--- src/rtl/pso_seq_arbiter_if.sv ---
// Bundle between the power-management register file, the PSO sequencer
// and the per-domain PSO state machines.
interface pso_seq_arbiter_if #(
    parameter int unsigned NUM_DOM = 4
);
    localparam int unsigned IDW = $clog2(NUM_DOM);

    logic [NUM_DOM-1:0] sw_req;
    logic               sched_en;
    logic [NUM_DOM-1:0] pwr1_on;
    logic [NUM_DOM-1:0] clr_status;
    logic [NUM_DOM-1:0] err_clr;

    logic [NUM_DOM-1:0] L1_module_req;
    logic               grant_vld;
    logic [IDW-1:0]     grant_id;
    logic               grant_dir;
    logic               seq_done;
    logic [NUM_DOM-1:0] timeout_err;

    // Register file / downstream side: drives requests and status.
    modport master (
        output sw_req, sched_en, pwr1_on, clr_status, err_clr,
        input  L1_module_req, grant_vld, grant_id, grant_dir, seq_done, timeout_err
    );

    // Sequencer side.
    modport slave (
        input  sw_req, sched_en, pwr1_on, clr_status, err_clr,
        output L1_module_req, grant_vld, grant_id, grant_dir, seq_done, timeout_err
    );
endinterface

--- src/rtl/pso_seq_arbiter.sv ---
// PSO transition sequencer: grants one power-domain transition at a time
// in round-robin order, waits for its completion (or a timeout), then holds
// a settling gap before the next grant.
module pso_seq_arbiter #(
    parameter int unsigned NUM_DOM = 4,
    parameter int unsigned GAP_CYC = 8,
    parameter int unsigned TIMEOUT = 64
) (
    input  logic              pclk,
    input  logic              nprst,
    pso_seq_arbiter_if.slave  bus
);
    localparam int unsigned IDW = $clog2(NUM_DOM);
    localparam int unsigned TW  = $clog2(TIMEOUT);
    localparam int unsigned GW  = (GAP_CYC > 1) ? $clog2(GAP_CYC) : 1;

    localparam logic [IDW-1:0] LAST_ID  = IDW'(NUM_DOM - 1);
    localparam logic [TW-1:0]  TIMER_MAX = TW'(TIMEOUT - 1);
    localparam logic [GW-1:0]  GAP_MAX   = GW'(GAP_CYC - 1);

    typedef enum logic [1:0] {
        ST_IDLE      = 2'd0,
        ST_WAIT_DONE = 2'd1,
        ST_GAP       = 2'd2
    } state_t;

    state_t             state_q,  state_d;
    logic [NUM_DOM-1:0] l1_req_q, l1_req_d;
    logic               vld_q,    vld_d;
    logic [IDW-1:0]     id_q,     id_d;
    logic               dir_q,    dir_d;
    logic               done_q,   done_d;
    logic [NUM_DOM-1:0] err_q,    err_d;
    logic [IDW-1:0]     rr_q,     rr_d;
    logic [TW-1:0]      timer_q,  timer_d;
    logic [GW-1:0]      gap_q,    gap_d;

    logic [NUM_DOM-1:0] pend_c;
    logic               found_c;
    logic [IDW-1:0]     win_c;
    logic [IDW-1:0]     cand_c;
    logic               complete_c;
    logic [NUM_DOM-1:0] err_set_c;

    // Domains whose requested state differs from what has been granted.
    assign pend_c = bus.sw_req ^ l1_req_q;

    // Round-robin pick: first pending domain at or after rr_q, wrapping.
    always_comb begin
        found_c = 1'b0;
        win_c   = '0;
        cand_c  = '0;
        for (int unsigned k = 0; k < NUM_DOM; k++) begin
            cand_c = IDW'((32'(rr_q) + k) % NUM_DOM);
            if (!found_c && pend_c[cand_c]) begin
                found_c = 1'b1;
                win_c   = cand_c;
            end
        end
    end

    // Completion of the granted domain: gate-1 off for a power-down,
    // power-up-complete pulse for a power-up. Used unregistered.
    assign complete_c = dir_q ? ~bus.pwr1_on[id_q] : bus.clr_status[id_q];

    // Next-state and next-output logic.
    always_comb begin
        state_d   = state_q;
        l1_req_d  = l1_req_q;
        vld_d     = vld_q;
        id_d      = id_q;
        dir_d     = dir_q;
        done_d    = 1'b0;
        rr_d      = rr_q;
        timer_d   = timer_q;
        gap_d     = gap_q;
        err_set_c = '0;

        case (state_q)
            ST_IDLE: begin
                if (bus.sched_en && found_c) begin
                    l1_req_d[win_c] = bus.sw_req[win_c];
                    id_d            = win_c;
                    dir_d           = bus.sw_req[win_c];
                    rr_d            = (win_c == LAST_ID) ? '0 : win_c + IDW'(1);
                    timer_d         = '0;
                    vld_d           = 1'b1;
                    state_d         = ST_WAIT_DONE;
                end
            end

            ST_WAIT_DONE: begin
                if (complete_c) begin
                    done_d  = 1'b1;
                    gap_d   = '0;
                    state_d = ST_GAP;
                end else if (timer_q == TIMER_MAX) begin
                    // Abandon the grant; the request bit is left as issued.
                    err_set_c[id_q] = 1'b1;
                    done_d          = 1'b1;
                    gap_d           = '0;
                    state_d         = ST_GAP;
                end else begin
                    timer_d = timer_q + TW'(1);
                end
            end

            ST_GAP: begin
                if (gap_q == GAP_MAX) begin
                    vld_d   = 1'b0;
                    state_d = ST_IDLE;
                end else begin
                    gap_d = gap_q + GW'(1);
                end
            end

            default: begin
                vld_d   = 1'b0;
                state_d = ST_IDLE;
            end
        endcase

        // A new timeout wins over a same-cycle clear on the same bit.
        err_d = (err_q & ~bus.err_clr) | err_set_c;
    end

    // State and output registers.
    always_ff @(posedge pclk or negedge nprst) begin
        if (!nprst) begin
            state_q  <= ST_IDLE;
            l1_req_q <= '0;
            vld_q    <= 1'b0;
            id_q     <= '0;
            dir_q    <= 1'b0;
            done_q   <= 1'b0;
            err_q    <= '0;
            rr_q     <= '0;
            timer_q  <= '0;
            gap_q    <= '0;
        end else begin
            state_q  <= state_d;
            l1_req_q <= l1_req_d;
            vld_q    <= vld_d;
            id_q     <= id_d;
            dir_q    <= dir_d;
            done_q   <= done_d;
            err_q    <= err_d;
            rr_q     <= rr_d;
            timer_q  <= timer_d;
            gap_q    <= gap_d;
        end
    end

    assign bus.L1_module_req = l1_req_q;
    assign bus.grant_vld     = vld_q;
    assign bus.grant_id      = id_q;
    assign bus.grant_dir     = dir_q;
    assign bus.seq_done      = done_q;
    assign bus.timeout_err   = err_q;
endmodule

--- src/flat_wrapper.sv ---
// flat-port wrapper written by rule: the top's interface ports become plain ports
module pso_seq_arbiter_flat 
#(
    parameter int unsigned NUM_DOM = 4,
    parameter int unsigned GAP_CYC = 8,
    parameter int unsigned TIMEOUT = 64
)
  (pclk, nprst, bus_sw_req, bus_sched_en, bus_pwr1_on, bus_clr_status, bus_err_clr, bus_L1_module_req, bus_grant_vld, bus_grant_id, bus_grant_dir, bus_seq_done, bus_timeout_err);
  pso_seq_arbiter_if #(.NUM_DOM(NUM_DOM)) bus_i ();
  input  logic pclk;
  input  logic nprst;
  input wire logic [$bits(bus_i.sw_req)-1:0] bus_sw_req;
  input wire logic [$bits(bus_i.sched_en)-1:0] bus_sched_en;
  input wire logic [$bits(bus_i.pwr1_on)-1:0] bus_pwr1_on;
  input wire logic [$bits(bus_i.clr_status)-1:0] bus_clr_status;
  input wire logic [$bits(bus_i.err_clr)-1:0] bus_err_clr;
  output wire logic [$bits(bus_i.L1_module_req)-1:0] bus_L1_module_req;
  output wire logic [$bits(bus_i.grant_vld)-1:0] bus_grant_vld;
  output wire logic [$bits(bus_i.grant_id)-1:0] bus_grant_id;
  output wire logic [$bits(bus_i.grant_dir)-1:0] bus_grant_dir;
  output wire logic [$bits(bus_i.seq_done)-1:0] bus_seq_done;
  output wire logic [$bits(bus_i.timeout_err)-1:0] bus_timeout_err;
  assign bus_i.sw_req = bus_sw_req;
  assign bus_i.sched_en = bus_sched_en;
  assign bus_i.pwr1_on = bus_pwr1_on;
  assign bus_i.clr_status = bus_clr_status;
  assign bus_i.err_clr = bus_err_clr;
  assign bus_L1_module_req = bus_i.L1_module_req;
  assign bus_grant_vld = bus_i.grant_vld;
  assign bus_grant_id = bus_i.grant_id;
  assign bus_grant_dir = bus_i.grant_dir;
  assign bus_seq_done = bus_i.seq_done;
  assign bus_timeout_err = bus_i.timeout_err;
  pso_seq_arbiter #(.NUM_DOM(NUM_DOM), .GAP_CYC(GAP_CYC), .TIMEOUT(TIMEOUT)) u_core (.pclk(pclk), .nprst(nprst), .bus(bus_i));
endmodule
--- config.mk ---
export PLATFORM = sky130hd
export DESIGN_NAME = pso_seq_arbiter_flat
export DESIGN_NICKNAME = d
export VERILOG_FILES = /design/src/rtl/pso_seq_arbiter_if.sv /design/src/rtl/pso_seq_arbiter.sv /design/src/flat_wrapper.sv
export SDC_FILE = /design/constraint.sdc
export NUM_CORES = 1
export LEC_CHECK = 0
export CAP_MARGIN = 20
export CORE_MARGIN = 5
export CORE_UTILIZATION = 40
export DETAILED_ROUTE_END_ITERATION = 8
export MAX_ROUTING_LAYER = met4
export PLACE_DENSITY = 0.67
export SLEW_MARGIN = 20
export SYNTH_ARGS = -nofsm -noshare
export SYNTH_HDL_FRONTEND = slang
export SYNTH_SLANG_ARGS = --single-unit
--- constraint.sdc ---
create_clock -name pclk -period 2.4 [get_ports pclk]
set_clock_uncertainty 0.2 [all_clocks]
set_input_delay 0.24 -clock pclk [delete_from_list [all_inputs] [get_ports pclk]]
set_output_delay 0.24 -clock pclk [all_outputs]
set_load 0.01 [all_outputs]
==> results.json, run 1 <==
{
  "fmax_ghz": 0.430,
  "drc_errors": 0,
  "status": "complete, no violations",
  "critPathArrivalTime_ns": 2.29,
  "p_per_area_nw_per_um2": 1170,
  "async_flop_share_pct": 100,
  "worstMarginPinSlew_ns": 0.439,
  "syn-num-nets": 199,
  "n_antenna_cell": 0,
  "fin_nets": 253,
  "fp.dieW_um": 73.7,
  "cts-root-buf": "clkbuf_8",
  "ios": 32,
  "first_pass_iters": 5,
  "yosysWarnings": 0,
  "cts_buffer_depth": 2,
  "cpMaxStageDelayCell": "mux4_2",
  "path_clk_slew_ns": 0.09,
  "slew_headroom_pct": 70.3,
  "multiInputGateArea_um2": 916,
  "power.total_mw": 2.60,
  "crit_required_ns": 2.36,
  "start_util_pct": 40.9,
  "clkLatencyLatePin_ns": 0.28,
  "coreArea_um2": 3970,
  "grt_max_degree": 27,
  "p_leak_nw": 1.03,
  "ctsHoldBuffers": 0,
  "routed_via_density": 5.49,
  "gp_congestion": 0.873,
  "criticalPathCategory": "flip-flop to flip-flop",
  "r2r_start": "u_core.bus.grant_id[1]$_DFFE_PN0P_",
  "avgSynthCellArea_um2": 9.55,
  "reg2reg_slack_ns": 0.07,
  "pre_cts_slack_ns": -0.246,
  "finalCritPeriodShare_pct": 96.9,
  "core.rowCount": 23,
  "wl_um": 4070,
  "synth_cells": 170,
  "vias": 1500,
  "antenna_found_initial": 0,
  "grt_overflow": 0,
  "die_h_um": 73.7,
  "fillers": 342,
  "max-cap-violations": 0,
  "routedWlPerCell_um": 14.9,
  "rr_endpoint": "u_core.timer_q[4]$_DFFE_PN0P_",
  "hold_class": "primary input to async pin",
  "cts_sinks": 26,
  "synth_ff_type": "dfrtp_1",
  "grt_pass1_wl_um": 6720,
  "syn2layout_area_growth_pct": 37.2,
  "hold_viol": 0,
  "htree_levels": 1,
  "die-area_um2": 5430,
  "grtUsageTotal_pct": 16.3,
  "rsz0062_at_grt": "false",
  "setup_viol": 0,
  "r2r_cells": 5,
  "numPortBuffers": 31,
  "path_buf_inv": 0,
  "cts_buffers": 3,
  "synth_edf_count": 0,
  "fin_ws_ns": 0.0734,
  "path_cells": "mux2_2, mux4_2, nor3_1, nor2_1, a311o_1",
  "dp_hpwl_um": 3090,
  "dr.first_iter.drc_count": 89,
  "startpoint_type": "flip-flop",
  "syn-cell-area_um2": 1620,
  "seqCellArea_um2": 653,
  "critPathMaxStageDelay_ns": 0.53,
  "crit_family": "multiplexers",
  "grt_pass1_vias": 1450,
  "cts_tree": "yes",
  "yosysUniqueCellTypes": 44,
  "cp_max_fo": 5,
  "ant_nets": 0,
  "end_kind": "flip-flop",
  "min_period_ns": 2.33,
  "drive_gt1_share_pct": 17.5,
  "peakVddDrop_mv": 0.626,
  "seq_area_frac_synth_pct": 40.1,
  "drv_slew": 0,
  "ys_seq_elements": 26
}
placed cells by master (no fill, tap or decap), types with 2 or more instances in the layout:
cell / instances
xor2_1: 3
dfrtp_2: 2
o21ai_0: 8
o32ai_1: 4
nor2b_1: 2
nand3_1: 9
clkdlybuf4s50_1: 31
buf_4: 21
nor2_1: 13
ha_1: 10
o41ai_1: 4
a21o_1: 3
mux2_2: 4
inv_1: 18
o311ai_0: 2
mux2i_1: 5
dfrtp_1: 24
a31oi_1: 2
a21oi_1: 4
clkbuf_8: 4
and3_1: 4
nand4_1: 2
nand2_1: 15
a311oi_1: 2
metrics by stage:
| stage | instance area, um^2 | util (%) | cells | hold slack, ns | setup TNS (ns) |
|---|---|---|---|---|---|
| finish | 2230 | 56.0 | 273 | 0.124 | 0 |
| global route | 2230 | 56.0 | 273 | 0.149 | 0 |
| CTS | 2180 | 54.9 | 272 | 0.129 | 0 |
| detailed placement | 2130 | 53.6 | 268 | 0.288 | -1.20 |
| global placement | 2130 | 53.6 | 268 | 0.288 | -0.318 |
| floorplan | 1620 | - | 170 | -0.256 | 0 |
final cells by class:
class / instances / share of cell area (%)
Multi-Input combinational cell: 122 / 41.1
Sequential cell: 26 / 29.3
Timing Repair Buffer: 52 / 21.0
Inverter: 19 / 3.20
Tap cell: 50 / 2.81
Clock buffer: 4 / 2.47
metal layers:
layer	global-route usage, %	wire (um)
met5	-	0
met4	5.23	53
met3	3.69	267
met1	20.8	1790
met2	25.6	1950
state kept, by name (all words and copies together), names as in the netlist:
signal and flops:
u_core.rr_q 2, u_core.bus.grant_dir 1, u_core.state_q 2, u_core.bus.L1_module_req 4, u_core.bus.grant_vld 1, u_core.gap_q 3, u_core.bus.timeout_err 4, u_core.bus.seq_done 1
u_core.timer_q 6, u_core.bus.grant_id 2
cells in the mapped netlist (2+ instances only):
master | n | share of area [%]
o21ai_0 | 9 | 2.8
o32ai_1 | 4 | 2.2
a21o_1 | 3 | 1.4
ha_1 | 10 | 7.7
a311oi_1 | 2 | 1.1
nand2_1 | 15 | 3.5
a21oi_1 | 4 | 1.2
mux2i_1 | 5 | 3.1
and3_1 | 4 | 1.5
xnor2_1 | 2 | 1.1
mux2_2 | 4 | 2.8
nand4_1 | 2 | 0.77
nand3_1 | 9 | 2.8
o41ai_1 | 5 | 2.7
inv_1 | 18 | 4.2
dfrtp_1 | 26 | 40
nor2b_1 | 2 | 0.77
o311ai_0 | 2 | 1.1
xor2_1 | 4 | 2.2
nor2_1 | 13 | 3.0
clkbuf_1 | 2 | 0.46
a21boi_0 | 2 | 0.92
a31oi_1 | 2 | 0.77
power by group:
part / total (mW) / switching, mW / internal, mW
clock network: 0.288 / 0.141 / 0.147
registers: 0.707 / 0.138 / 0.568
logic: 1.61 / 0.838 / 0.769
total: 2.60 / 1.12 / 1.48
cell families after synthesis:
| kind of cell | Yosys count | share of synthesized area (%) |
|---|---|---|
| mux | 10 | 7.25 |
| xor+xnor | 6 | 3.24 |
| compound gates | 48 | 22.4 |
| simple gates | 48 | 13.7 |
| flops | 26 | 40.1 |
| fa+ha+maj | 10 | 7.71 |
| buf+inv | 22 | 5.55 |
worst max path at each step:
stage	cells past startpoint	slack, ns	endpoint	start
2_1_floorplan	6	0.12	u_core.timer_q[4]$_DFFE_PN0P_	u_core.bus.grant_id[1]$_DFFE_PN0P_
3_3_place_gp	8	-0.11	u_core.bus.L1_module_req[1]$_DFFE_PN0P_	bus_sw_req[0]
4_1_cts	5	0.03	u_core.timer_q[4]$_DFFE_PN0P_	u_core.bus.grant_id[1]$_DFFE_PN0P_
3_5_place_dp	8	-0.25	u_core.bus.L1_module_req[1]$_DFFE_PN0P_	bus_sw_req[0]
6_report	5	0.07	u_core.timer_q[4]$_DFFE_PN0P_	u_core.bus.grant_id[1]$_DFFE_PN0P_
5_1_grt	8	0.01	u_core.bus.L1_module_req[0]$_DFFE_PN0P_	bus_sw_req[0]
repair_timing:
action,in CTS,in global routing
gates resized for setup,0,8
setup endpoints to repair,0,10
setup buffers,0,1
worst reg2reg max path: cells and delay by family, from the launching register on:
family | cells | cell delay, ns
simple gates | 2 | 0.39
mux | 2 | 0.88
compound gates | 1 | 0.32
flops | 1 | 0.43
(Power assumes the default switching activity.)
==> run 2, diff against run 1 <==
--- a/config.mk
+++ b/config.mk
@@ -9,6 +9,7 @@
 export CORE_MARGIN = 5
 export CORE_UTILIZATION = 40
 export DETAILED_ROUTE_END_ITERATION = 8
+export GPL_ROUTABILITY_DRIVEN = 0
 export MAX_ROUTING_LAYER = met4
 export PLACE_DENSITY = 0.67
 export SLEW_MARGIN = 20
==> results of run 2 <==
Same layout as run 1: the final DEF is identical, and so are final timing and power.
